## src/rtl/uart_pkg.sv

```systemverilog
// Shared definitions for the AXI-Stream UART: parity mode codes, the
// transmit FSM state encoding and the frame data width.
package uart_pkg;

  localparam logic [2:0] PAR_NONE  = 3'b000;
  localparam logic [2:0] PAR_ODD   = 3'b001;
  localparam logic [2:0] PAR_EVEN  = 3'b010;
  localparam logic [2:0] PAR_MARK  = 3'b011;
  localparam logic [2:0] PAR_SPACE = 3'b100;

  localparam int DATA_BITS = 8;

  typedef enum logic [2:0] {
    ST_IDLE,
    ST_START,
    ST_DATA,
    ST_PARITY,
    ST_STOP
  } tx_state_e;

  // Codes 101..111 fall through to "no parity bit".
  function automatic logic parity_enabled(input logic [2:0] mode);
    return (mode == PAR_ODD) || (mode == PAR_EVEN) ||
           (mode == PAR_MARK) || (mode == PAR_SPACE);
  endfunction

  // Even parity is the plain XOR of the byte; odd inverts it so the total
  // count of ones (data plus parity) comes out odd.
  function automatic logic parity_value(input logic [DATA_BITS-1:0] data,
                                        input logic [2:0] mode);
    logic p;
    case (mode)
      PAR_ODD:  p = ~(^data);
      PAR_EVEN: p = ^data;
      PAR_MARK: p = 1'b1;
      default:  p = 1'b0;
    endcase
    return p;
  endfunction

endpackage

```

## src/rtl/uart_tx_fifo.sv

```systemverilog
// Synchronous byte FIFO feeding the UART transmitter. Only instantiated when
// UART_TX_FIFO_EN is defined. DEPTH must be a power of two so the pointers
// wrap naturally.
module uart_tx_fifo #(
  parameter int DEPTH = 16,
  parameter int WIDTH = 8,
  localparam int AW = $clog2(DEPTH)
) (
  input  logic             clk,
  input  logic             reset,
  input  logic             push,
  input  logic             pop,
  input  logic [WIDTH-1:0] wdata,
  output logic [WIDTH-1:0] rdata,
  output logic             full,
  output logic             empty,
  output logic [AW:0]      count
);

  localparam logic [AW:0]   FULL_COUNT = (AW+1)'(DEPTH);
  localparam logic [AW:0]   COUNT_ONE  = (AW+1)'(1);
  localparam logic [AW-1:0] PTR_ONE    = AW'(1);

  logic [WIDTH-1:0] mem [DEPTH];
  logic [AW-1:0]    wr_ptr;
  logic [AW-1:0]    rd_ptr;
  logic             do_push;
  logic             do_pop;
  logic [AW:0]      count_next;

  assign do_push = push && !full;
  assign do_pop  = pop && !empty;
  assign empty   = (count == '0);
  assign rdata   = mem[rd_ptr];

  // Occupancy after this cycle; a simultaneous push and pop leaves it alone.
  always_comb begin
    count_next = count;
    if (do_push && !do_pop) begin
      count_next = count + COUNT_ONE;
    end else if (do_pop && !do_push) begin
      count_next = count - COUNT_ONE;
    end
  end

  // Storage array; contents need no reset because the pointers define validity.
  always_ff @(posedge clk) begin
    if (do_push) begin
      mem[wr_ptr] <= wdata;
    end
  end

  // Pointers, occupancy and a registered full flag so TXF never glitches.
  always_ff @(posedge clk) begin
    if (reset) begin
      wr_ptr <= '0;
      rd_ptr <= '0;
      count  <= '0;
      full   <= 1'b0;
    end else begin
      if (do_push) begin
        wr_ptr <= wr_ptr + PTR_ONE;
      end
      if (do_pop) begin
        rd_ptr <= rd_ptr + PTR_ONE;
      end
      count <= count_next;
      full  <= (count_next == FULL_COUNT);
    end
  end

endmodule

```

## src/rtl/uart_tx.sv

```systemverilog
// UART transmit engine: accepts bytes on an AXI-Stream slave and serialises
// them as start / 8 data (LSB first) / optional parity / 1-2 stop bits.
// Define UART_TX_FIFO_EN to buffer bytes in a FIFO of FIFO_DEPTH entries;
// otherwise a single holding register sits in front of the shifter.
module uart_tx
  import uart_pkg::*;
#(
  parameter int FIFO_DEPTH = 16
) (
  input  logic                 S_AXIS_ACLK,
  input  logic                 S_AXIS_ARESET,
  input  logic [DATA_BITS-1:0] S_AXIS_TDATA,
  input  logic                 S_AXIS_TVALID,
  output logic                 S_AXIS_TREADY,
  input  logic [15:0]          PR_DIV,
  input  logic                 STOP_BITS,
  input  logic [2:0]           PARITY,
  output logic                 TX,
  output logic                 TXB,
  output logic                 TXF
);

  localparam logic [2:0] LAST_BIT = 3'(DATA_BITS - 1);

  logic [DATA_BITS-1:0] buf_data;
  logic                 buf_empty;
  logic                 buf_full;
  logic                 buf_busy;
  logic                 push;
  logic                 pop;

  tx_state_e            state;
  logic [DATA_BITS-1:0] shift_reg;
  logic [15:0]          div_lat;
  logic [15:0]          bit_cnt;
  logic [2:0]           bit_idx;
  logic                 stop_cnt;
  logic                 two_stop;
  logic                 par_en;
  logic                 par_bit;
  logic                 bit_done;
  logic                 stop_last;
  logic                 line;

  assign push          = S_AXIS_TVALID && !buf_full;
  assign S_AXIS_TREADY = !TXF;
  assign TXF           = buf_full;

`ifdef UART_TX_FIFO_EN
  localparam int CW = $clog2(FIFO_DEPTH) + 1;

  logic [CW-1:0] fifo_count;

  uart_tx_fifo #(
    .DEPTH (FIFO_DEPTH),
    .WIDTH (DATA_BITS)
  ) u_fifo (
    .clk   (S_AXIS_ACLK),
    .reset (S_AXIS_ARESET),
    .push  (push),
    .pop   (pop),
    .wdata (S_AXIS_TDATA),
    .rdata (buf_data),
    .full  (buf_full),
    .empty (buf_empty),
    .count (fifo_count)
  );

  assign buf_busy = (fifo_count != '0);
`else
  logic [DATA_BITS-1:0] hold_data;
  logic                 hold_full;

  // Single-entry holding register; push and pop are mutually exclusive
  // because a push needs it empty and a pop needs it full.
  always_ff @(posedge S_AXIS_ACLK) begin
    if (S_AXIS_ARESET) begin
      hold_data <= '0;
      hold_full <= 1'b0;
    end else if (push) begin
      hold_data <= S_AXIS_TDATA;
      hold_full <= 1'b1;
    end else if (pop) begin
      hold_full <= 1'b0;
    end
  end

  assign buf_data  = hold_data;
  assign buf_empty = !hold_full;
  assign buf_full  = hold_full;
  assign buf_busy  = hold_full;
`endif

  assign bit_done  = (bit_cnt == div_lat);
  assign stop_last = (stop_cnt == two_stop);

  // A byte leaves the buffer from IDLE, or on the final stop cycle so the
  // next start bit follows without an idle gap.
  assign pop = !buf_empty &&
               ((state == ST_IDLE) ||
                ((state == ST_STOP) && bit_done && stop_last));

  // Frame sequencer: latches configuration with each byte and walks the bits.
  always_ff @(posedge S_AXIS_ACLK) begin
    if (S_AXIS_ARESET) begin
      state     <= ST_IDLE;
      shift_reg <= '0;
      div_lat   <= '0;
      bit_cnt   <= '0;
      bit_idx   <= '0;
      stop_cnt  <= 1'b0;
      two_stop  <= 1'b0;
      par_en    <= 1'b0;
      par_bit   <= 1'b0;
    end else if (pop) begin
      state     <= ST_START;
      shift_reg <= buf_data;
      div_lat   <= PR_DIV;
      two_stop  <= STOP_BITS;
      par_en    <= parity_enabled(PARITY);
      par_bit   <= parity_value(buf_data, PARITY);
      bit_cnt   <= '0;
      bit_idx   <= '0;
      stop_cnt  <= 1'b0;
    end else begin
      case (state)
        ST_IDLE: begin
          bit_cnt <= '0;
        end
        ST_START: begin
          if (bit_done) begin
            bit_cnt <= '0;
            bit_idx <= '0;
            state   <= ST_DATA;
          end else begin
            bit_cnt <= bit_cnt + 16'd1;
          end
        end
        ST_DATA: begin
          if (bit_done) begin
            bit_cnt   <= '0;
            shift_reg <= shift_reg >> 1;
            if (bit_idx == LAST_BIT) begin
              stop_cnt <= 1'b0;
              state    <= par_en ? ST_PARITY : ST_STOP;
            end else begin
              bit_idx <= bit_idx + 3'd1;
            end
          end else begin
            bit_cnt <= bit_cnt + 16'd1;
          end
        end
        ST_PARITY: begin
          if (bit_done) begin
            bit_cnt  <= '0;
            stop_cnt <= 1'b0;
            state    <= ST_STOP;
          end else begin
            bit_cnt <= bit_cnt + 16'd1;
          end
        end
        ST_STOP: begin
          if (bit_done) begin
            bit_cnt <= '0;
            if (stop_last) begin
              state <= ST_IDLE;
            end else begin
              stop_cnt <= 1'b1;
            end
          end else begin
            bit_cnt <= bit_cnt + 16'd1;
          end
        end
        default: begin
          state <= ST_IDLE;
        end
      endcase
    end
  end

  // Line level implied by the current state, before the output register.
  always_comb begin
    line = 1'b1;
    case (state)
      ST_START:  line = 1'b0;
      ST_DATA:   line = shift_reg[0];
      ST_PARITY: line = par_bit;
      default:   line = 1'b1;
    endcase
  end

  // Output register: TX and TXB both trail the FSM by one clock, so TXB
  // drops exactly when the last stop bit on the wire has finished.
  always_ff @(posedge S_AXIS_ACLK) begin
    if (S_AXIS_ARESET) begin
      TX  <= 1'b1;
      TXB <= 1'b0;
    end else begin
      TX  <= line;
      TXB <= (state != ST_IDLE) || buf_busy;
    end
  end

endmodule
```

## config.mk

```make
export PLATFORM = sky130hd
export DESIGN_NAME = uart_tx
export DESIGN_NICKNAME = d
export VERILOG_FILES = /design/src/rtl/uart_pkg.sv /design/src/rtl/uart_tx_fifo.sv /design/src/rtl/uart_tx.sv
export SDC_FILE = /design/constraint.sdc
export NUM_CORES = 1
export LEC_CHECK = 0
export CORE_MARGIN = 3
export CORE_UTILIZATION = 60
export DETAILED_ROUTE_END_ITERATION = 8
export HOLD_SLACK_MARGIN = 0.08
export PLACE_DENSITY = 0.83
export SYNTH_ARGS = -nofsm -noshare
export SYNTH_HDL_FRONTEND = slang
export SYNTH_HIERARCHICAL = 1
export SYNTH_SLANG_ARGS = --single-unit
```

## constraint.sdc

```tcl
create_clock -name S_AXIS_ACLK -period 4.9 [get_ports S_AXIS_ACLK]
set_input_delay 0.98 -clock S_AXIS_ACLK [delete_from_list [all_inputs] [get_ports S_AXIS_ACLK]]
set_output_delay 0.98 -clock S_AXIS_ACLK [all_outputs]
set_load 0.1 [all_outputs]
```

== Word level (Yosys, flattened, before mapping) ==
Index checks and enable logic that the tools add are counted.

* $add $sub $neg: 2
* $mul: 0
* Div/mod/pow operators: 0
* Magnitude comparators: 0
* Eq/ne operators: 26
* Shift-type cells: 0
* Mux-type cells: 28
* Bitwise gates (word level): 2
* Reductions and logical operators: 26

{| class="wikitable"
|+ Operators with widths
! cell !! number
|-
| $pmux W16 S2 || 1
|-
| $mux W3 || 10
|-
| $mux W8 || 3
|-
| $ne A2 B2 Y1 const B || 9
|-
| $ne A3 B3 Y1 const B || 6
|-
| $add A16 B1 Y16 const B || 1
|-
| $eq A16 B16 Y1 || 1
|-
| $mux W16 || 1
|-
| $pmux W3 S5 || 1
|-
| $reduce_and A7 Y1 || 2
|-
| $eq A3 B2 Y1 const B || 4
|-
| $reduce_bool A2 Y1 || 5
|-
| $eq A3 B3 Y1 const B || 3
|-
| $pmux W1 S3 || 3
|-
| $mux W1 || 8
|-
| $reduce_xor A8 Y1 || 1
|-
| $eq A3 B1 Y1 const B || 2
|-
| $pmux W3 S2 || 1
|-
| $reduce_and A6 Y1 || 1
|-
| $reduce_bool A3 Y1 || 2
|-
| $logic_or A1 B1 Y1 || 5
|-
| $logic_and A1 B1 Y1 || 4
|-
| $reduce_and A4 Y1 || 1
|-
| $reduce_or A4 Y1 || 1
|-
| other kinds (7) || 8
|}

* Bits in registers: 61
* Latch bits: 0
* Bits in writable memories: 0
* ROM bits: 0
* Bits of input ports: 31
* Word-level logic and storage cells: 98
* Memories: 0

== Longest topological paths before layout ==
* Depth in word-level cells: 7
* Mapped depth: 10
* Depth with buffers taken out: 7

== Least setup slack after synthesis ==
Ideal clock, no wire load.

* Path kind: reg-to-output
* Start: register hold_full, in the netlist TXF
* End: output S_AXIS_TREADY
* Arrival: 1.736 ns
* Path slack: 2.184 ns
* Cell stages (with the launch flop): 2
* Path buffers: 0
* Cell sequence: dfxtp_1 -> inv_1

* Word-level cells in the longest chain between the ends: 1

{| class="wikitable"
|+ Ends and longest elaborated chain
! what !! RTL line !! RTL
|-
| start: declaration || uart_tx.sv:72 || <nowiki>logic hold_full;</nowiki>
|-
| start signal: assignment || uart_tx.sv:79 || <nowiki>hold_full <= 1'b0;</nowiki>
|-
| start signal: assignment || uart_tx.sv:82 || <nowiki>hold_full <= 1'b1;</nowiki>
|-
| start signal: assignment || uart_tx.sv:84 || <nowiki>hold_full <= 1'b0;</nowiki>
|-
| $logic_not A1 Y1 || - ||
|-
| end: declaration || uart_tx.sv:14 || <nowiki>output logic S_AXIS_TREADY,</nowiki>
|}

No other way between the ends.

== Worst setup path after layout ==
* Start: register hold_full, in the netlist TXF
* End: output TXF

{| class="wikitable"
|+ RTL lines
! what !! RTL line !! RTL
|-
| end: declaration || uart_tx.sv:20 || <nowiki>output logic TXF</nowiki>
|}

No word-level cell between the ends.

==> impl_results.md <==
- Status: finished clean
- Drt wl/cell: 14.15 um
- Min-delay worst type: reg -> reg
- Clock Tree Root: clkbuf_8
- Clock insertion delay at the later pin of the skew report: 0.34 ns
- Total grt overflow: 0
- GP Congestion: 0.8367
- Clk sinks: 61
- Cell area after synthesis: 0.002955 mm2
- Worst path bufs/invs: 1
- Synth unique cells: 47
- CTS resizes: 0
- Mux share of post-synthesis cell area: 0.03387
- PortBufs: 34
- Initial DRC Count: 246
- Cell family with the largest share of critical-path delay: buffers and inverters
- Global Route Usage Sum: 0.2271
- Critical path arrival: 1.96 ns
- Crit start category: register
- DR pass1 iterations: 5
- First-pass GRT wire length: 10,700 um
- Cell Rows: 24
- Synth Area in XOR/XNOR: 0.07409
- Initial Utilization: 0.6475
- DRC Markers: 0
- Clock Skews: 0.009961 ns
- CP max stage cell: clkdlybuf4s50_1
- Seq cells post-synth: 61
- Layout area overhead: 16.81%
- Die width: 76.18 um
- Post-layout minimum cycle time: 2.936 ns
- Synth Area in Simple Gates: 0.2367
- Leak: 1.295 nW
- Async set or reset register ratio after synthesis: 0
- Syn nets: 400
- Worst Setup End Kind: output port
- Layout Cells excl Fill: 458
- DR vias/cell: 5.843
- Post-route setup slack: 1.964 ns
- Final core occ: 0.7563
- Largest registers: bit_cnt x16, div_lat x16
- Largest family of logic cells by synthesized area: simple AND/OR/NAND/NOR gates
- Post-Syn Instances: 366
- Synth Area per Inst: 8.075 um2
- Ratio of cells with drive above 1 in the final layout: 0.06870
- Clock tree from TritonCTS: built
- Clock buffer count from CTS: 9
- Fin nets: 425
- Worst path cell trace: clkdlybuf4s50_1
- RSZ-0062 raised after global routing: no
- HPWL after DPL: 4484 um
- Setup WS pre-CTS: 2.150 ns
- Worst EP required: 3.92 ns
- Setup Viol. Count Final: 0
- Number of global-route vias before repair: 2,284
- CTS H-tree lvls: 3
- Crit share post-route: 0.5991
- Sequential share of the synthesized area: 0.4132
- Core box area: 0.004564 mm2
- IO Pins: 35
- Pin count of the biggest net entering global routing: 41
- Yosys warns: 6
- Max incr delay on CP: 1.18 ns
- Max IR drop VDD: 0.2450 mV
- Filler Cells Inserted: 369
- Antenna viol nets, final: 0
- Initial antenna violation count: 0
- Multi-input logic area: 0.001612 mm2
- Adder-cell area share of the yosys netlist: 0.01270
- Worst-path clk slew: 0.06 ns
- Main synth FF type: dfxtp_1
- Antenna fix cells: 0
- Post-Route WL: 6482 um
- Post-CTS Hold Buffers: 0
- Max-Cap Viols: 0
- Relative slew margins: 0.2092
- Post-synth EDFFs: 0
- Die Y: 76.18 um
- Final count of hold timing violations: 0
- Pwr/cell area: 380.6 mW/mm2
- CP max FO: 8
- DR vias: 2,676
- DP Cell Count: 445
- Reg area: 0.001221 mm2
- Fraction of the mapped netlist area in compound gates: 0.1867
- Slew Limit Fails: 0
- Clock Path Buffers: 2
- Slew @ Worst Pin: 1.184 ns
- Setup_tns: 0 ns
- Post-CTS Setup Bufs: 0
- Die area: 0.005803 mm2
- Setup Crit Path Kind: reg -> out
- Fmax: 340.6 MHz
[through the flow]
step / hold slack (ns) / instance area [um2] / power (mW)
floorplan: 0.4320 / 2955 / 0.8775
global placement: 0.4544 / 3299 / 0.9502
detailed placement: 0.4588 / 3299 / 0.9568
CTS: 0.4667 / 3452 / 1.318
global route: 0.4850 / 3452 / 1.388
finish: 0.4645 / 3452 / 1.314
[cells by family (layout without fill, tap and decap cells)]
group,Yosys count,after routing
xor gates and xnor gates,25,25
buffers and inverters,28,55
AOI/OAI and AO/OA,90,90
DFF,61,61
muxes,10,10
and+or+nand+nor,149,149
adders and majority gates,3,3
[worst register-to-register path: cells and delay by family, from the launching register on]
| kind | cells | cell delay [ns] |
|---|---|---|
| XOR/XNOR | 1 | 0.12 |
| AND/OR/NAND/NOR | 3 | 1.04 |
| AO/OA/AOI/OAI | 2 | 0.93 |
| flip-flops | 1 | 0.46 |
[cell type report]
class	count	area share
clock buffers	10	0.03987
clock inverters	3	0.004349
inverters	4	0.004349
multi-input cells	277	0.4668
flip-flops and latches	61	0.3538
well taps	65	0.02356
repair buffers	38	0.1073
[layout by cell type (no fill, tap or decap), drive strengths merged, types with 5 or more instances in the layout]
master,n
nor2,33
nand2,58
mux2i,10
and2,5
a311oi,6
clkbuf,10
a21oi,46
clkdlybuf4s50,34
and3,5
xor2,16
xnor2,9
dfxtp,61
a31oi,5
nand3,10
nor4,5
nor3,12
o21ai,16
[layer usage]
metal | GRT usage | wire length (um)
met1 | 0.3198 | 3093
met3 | 0.04019 | 488
met4 | 0.09783 | 100
met2 | 0.3413 | 2800
met5 | 0 | 0
[Yosys cell counts, drive strengths merged (2+ instances only)]
cell    count  area (um2)
a21o        2       15.01
a21oi      46       230.2
a311oi      6       52.55
a31oi       5       31.28
a41oi       4       35.03
and2        5       31.28
and3        5       32.53
buf        11       62.55
clkbuf     13       48.80
dfxtp      61        1221
ha          3       37.54
inv         4       15.01
mux2i      10       100.1
nand2      58       217.7
nand2b      3       18.77
nand3      10       50.05
nand4       4       25.02
nor2       33       123.9
nor2b       3       18.77
nor3       12       65.06
nor4        5       31.28
o21ai      16       83.83
o221a       2       22.52
o311a       2       21.27
or3         4       30.03
or4         2       15.01
xnor2       9       78.83
xor2       16       140.1
[final timing paths]
path                            cells after the start    endpoint        from  slack (ns)
worst max-delay path                                1         TXF         TXF        1.96
worst min-delay path                                2  div_lat[8]  div_lat[8]        0.46
worst max register to register                      6      par_en  bit_cnt[6]        2.27
worst min register to register                      2  div_lat[8]  div_lat[8]        0.46
[report_power, final]
part           internal, mW  switching, mW  leakage [nW]  total [mW]
Sequential            0.546         0.0383         0.497       0.584
Combinational         0.133          0.231         0.714       0.364
Clock                 0.186          0.180        0.0836       0.366
Total                 0.864          0.449          1.29        1.31
(Power assumes the default switching activity.)
==> RTL edit, RTL diff (same flow settings) <==
Encoding of `tx_state_e`: now one-hot (5 bits for 5 states).
--- a/src/rtl/uart_pkg.sv
+++ b/src/rtl/uart_pkg.sv
@@ -11,10 +11,10 @@
   localparam int DATA_BITS = 8;
 
-  typedef enum logic [2:0] {
-    ST_IDLE,
-    ST_START,
-    ST_DATA,
-    ST_PARITY,
-    ST_STOP
+  typedef enum logic [4:0] {
+    ST_IDLE   = 5'b00001,
+    ST_START  = 5'b00010,
+    ST_DATA   = 5'b00100,
+    ST_PARITY = 5'b01000,
+    ST_STOP   = 5'b10000
   } tx_state_e;
 
Check against the original RTL: no difference found for any inputs over 10 cycles, from zero or initial values and one cycle with S_AXIS_ARESET high; not proved beyond that.
==> RTL edit against the original RTL <==
  * Global-route usage increased by 1.1 points
  * Sequential share of layout area decreased by 0.48 points
  * Critical path depth increased by 5
  * Final area increased by 4.7%
  * Non-clock buffer count decreased by 2
  * Worst setup slack got worse by 0.0028 ns
  * Die area increased by 4.6%
  * Area after synthesis increased by 5.0%
  * Power decreased by 5.5%
  * Routed wire length increased by 6.6%
  * Register-to-register slack got worse by 0.31 ns
  * First-iteration DRC count increased by 13%
  * Sequential cell count increased by 2
  * Fmax about the same
  * Critical path type is now reg -> reg
  * Largest cell class unchanged
  * Highest routed layer unchanged
==> RTL edit: results (changes against the original RTL) <==
Logic synthesis
  • Synth Area in XOR/XNOR: 7.62% (was 7.41%)
  • Syn_nets: 403 (was 400)
  • Post-synthesis cell type count: 51 (was 47)
  • Synth Area in Adders: 1.21% (was 1.27%)
  • Post-synth top cells: 63 x dfxtp_1, 62 x nand2_1, 34 x a21oi_1 (was 61 x dfxtp_1, 58 x nand2_1, 46 x a21oi_1)
  • Synthesized instance count: 369 (was 366)
  • Synth top area share: 40.6% (was 41.3%)
  • Register area share after synthesis: 40.6% (was 41.3%)
  • Largest cells by area after synthesis: dfxtp_1 41%, nand2_1 7.5%, xnor2_1 7.1% (was dfxtp_1 41%, a21oi_1 7.8%, nand2_1 7.4%)

Finish
  • Fraction of area in multi-input gates: 47.6% (was 46.7%)
  • Post-route cell area: 3610 sq um (was 3450 sq um)
  • Fill cells: 389 (was 369)
  • Non-clock inverters: 1 (was 4)
  • ClkCell Share: 5.23% (was 4.42%)
  • Buffers, non-clock: 36 (was 38)
  • Final net count: 424 (was 425)
  • Buffering overhead: 9.83% (was 10.7%)
  • Layout cells sized above 1: 6.58% (was 6.87%)

Run status
  • Outcome: finished clean (unchanged)

Placement
  • DP Area: 3430 sq um (was 3300 sq um)
  • Dpl hpwl: 4840 microns (was 4480 microns)

Detailed routing
  • Met2 WL post-DR: 3170 microns (was 2800 microns)
  • Initial DRC Count: 279 (was 246)
  • DRT met1 WL: 3210 microns (was 3090 microns)
  • Wire length on met3: 354 microns (was 488 microns)
  • Routed WL: 6910 microns (was 6480 microns)

Die
  • Die W: 77.9 microns (was 76.2 microns)

STA
  • WHS: 0.472 ns (was 0.465 ns)
  • Clock skew: 0.00845 ns (was 0.00996 ns)
  • Worst-Margin Slew: 1.15 ns (was 1.18 ns)

Pwr
  • Leak: 1.25 nW (was 1.29 nW)
  • Switching share of power: 30.3% (was 34.2%)
  • VDD IR max: 0.235 mV (was 0.245 mV)
  • Clock share of power: 35.4% (was 27.8%)
  • Seq power: 566 uW (was 584 uW)

Global routing
  • Met3 Use GR: 3.60% (was 4.02%)
  • Largest net degree at the start of global routing: 40 (was 41)
  • Number of global-route vias before repair: 2524 (was 2284)
  • Global Route Usage Sum: 23.8% (was 22.7%)
  • Met2 Use GR: 37.1% (was 34.1%)
  • GR Util met1: 32.2% (was 32.0%)
  • First-pass GRT wire length: 11500 microns (was 10700 microns)

CTS
  • Clk_lat worst skew: 0.34 ns (about the same)
  • CTS sink count: 63 (was 61)

Worst hold path
  • Hold_sp: div_lat[12]$_SDFFE_PP0P_ (was div_lat[8]$_SDFFE_PP0N_)

Critical path
  • Max FO, Critical Path: 26 (was 8)
  • Worst R2R Start: bit_cnt[11]$_SDFFE_PP0P_ (was bit_cnt[6]$_SDFFE_PP0P_)
  • Crit-path max cell delay: 1.02 ns (was 1.18 ns)
  • Worst path arrival time: 3.21 ns (was 1.96 ns)
  • Crit-path slowest cell: nor4_4 (was clkdlybuf4s50_1)
  • Delay-heaviest family, CP: simple AND/OR/NAND/NOR gates (was buffers and inverters)
  • Worst r2r dst: par_bit$_SDFFE_PP0P_ (was par_en$_SDFFE_PP0N_)
## RTL edit: metrics by stage
| step | power, mW | worst slack, ns |
|---|---|---|
| global route | 1.29 | 1.70 |
| detailed placement | 0.811 | 2.00 |
| floorplan | 0.755 | 2.21 |
| finish | 1.24 | 1.96 |
| global placement | 0.806 | 2.08 |
| CTS | 1.24 | 1.97 |
## RTL edit: worst max path at each step
stage	depth (start not counted)	start	endpoint	slack, ns
after CTS	1	TXF$_SDFFE_PP0P_	TXF	1.97
after global routing	6	bit_cnt[11]$_SDFFE_PP0P_	par_bit$_SDFFE_PP0P_	1.70
after detailed placement	6	bit_cnt[0]$_SDFFE_PP0P_	par_bit$_SDFFE_PP0P_	2.00
after global placement	6	bit_cnt[11]$_SDFFE_PP0P_	par_bit$_SDFFE_PP0P_	2.08
final	6	bit_cnt[11]$_SDFFE_PP0P_	par_bit$_SDFFE_PP0P_	1.96
after floorplan	1	TXF$_SDFFE_PP0P_	S_AXIS_TREADY	2.21
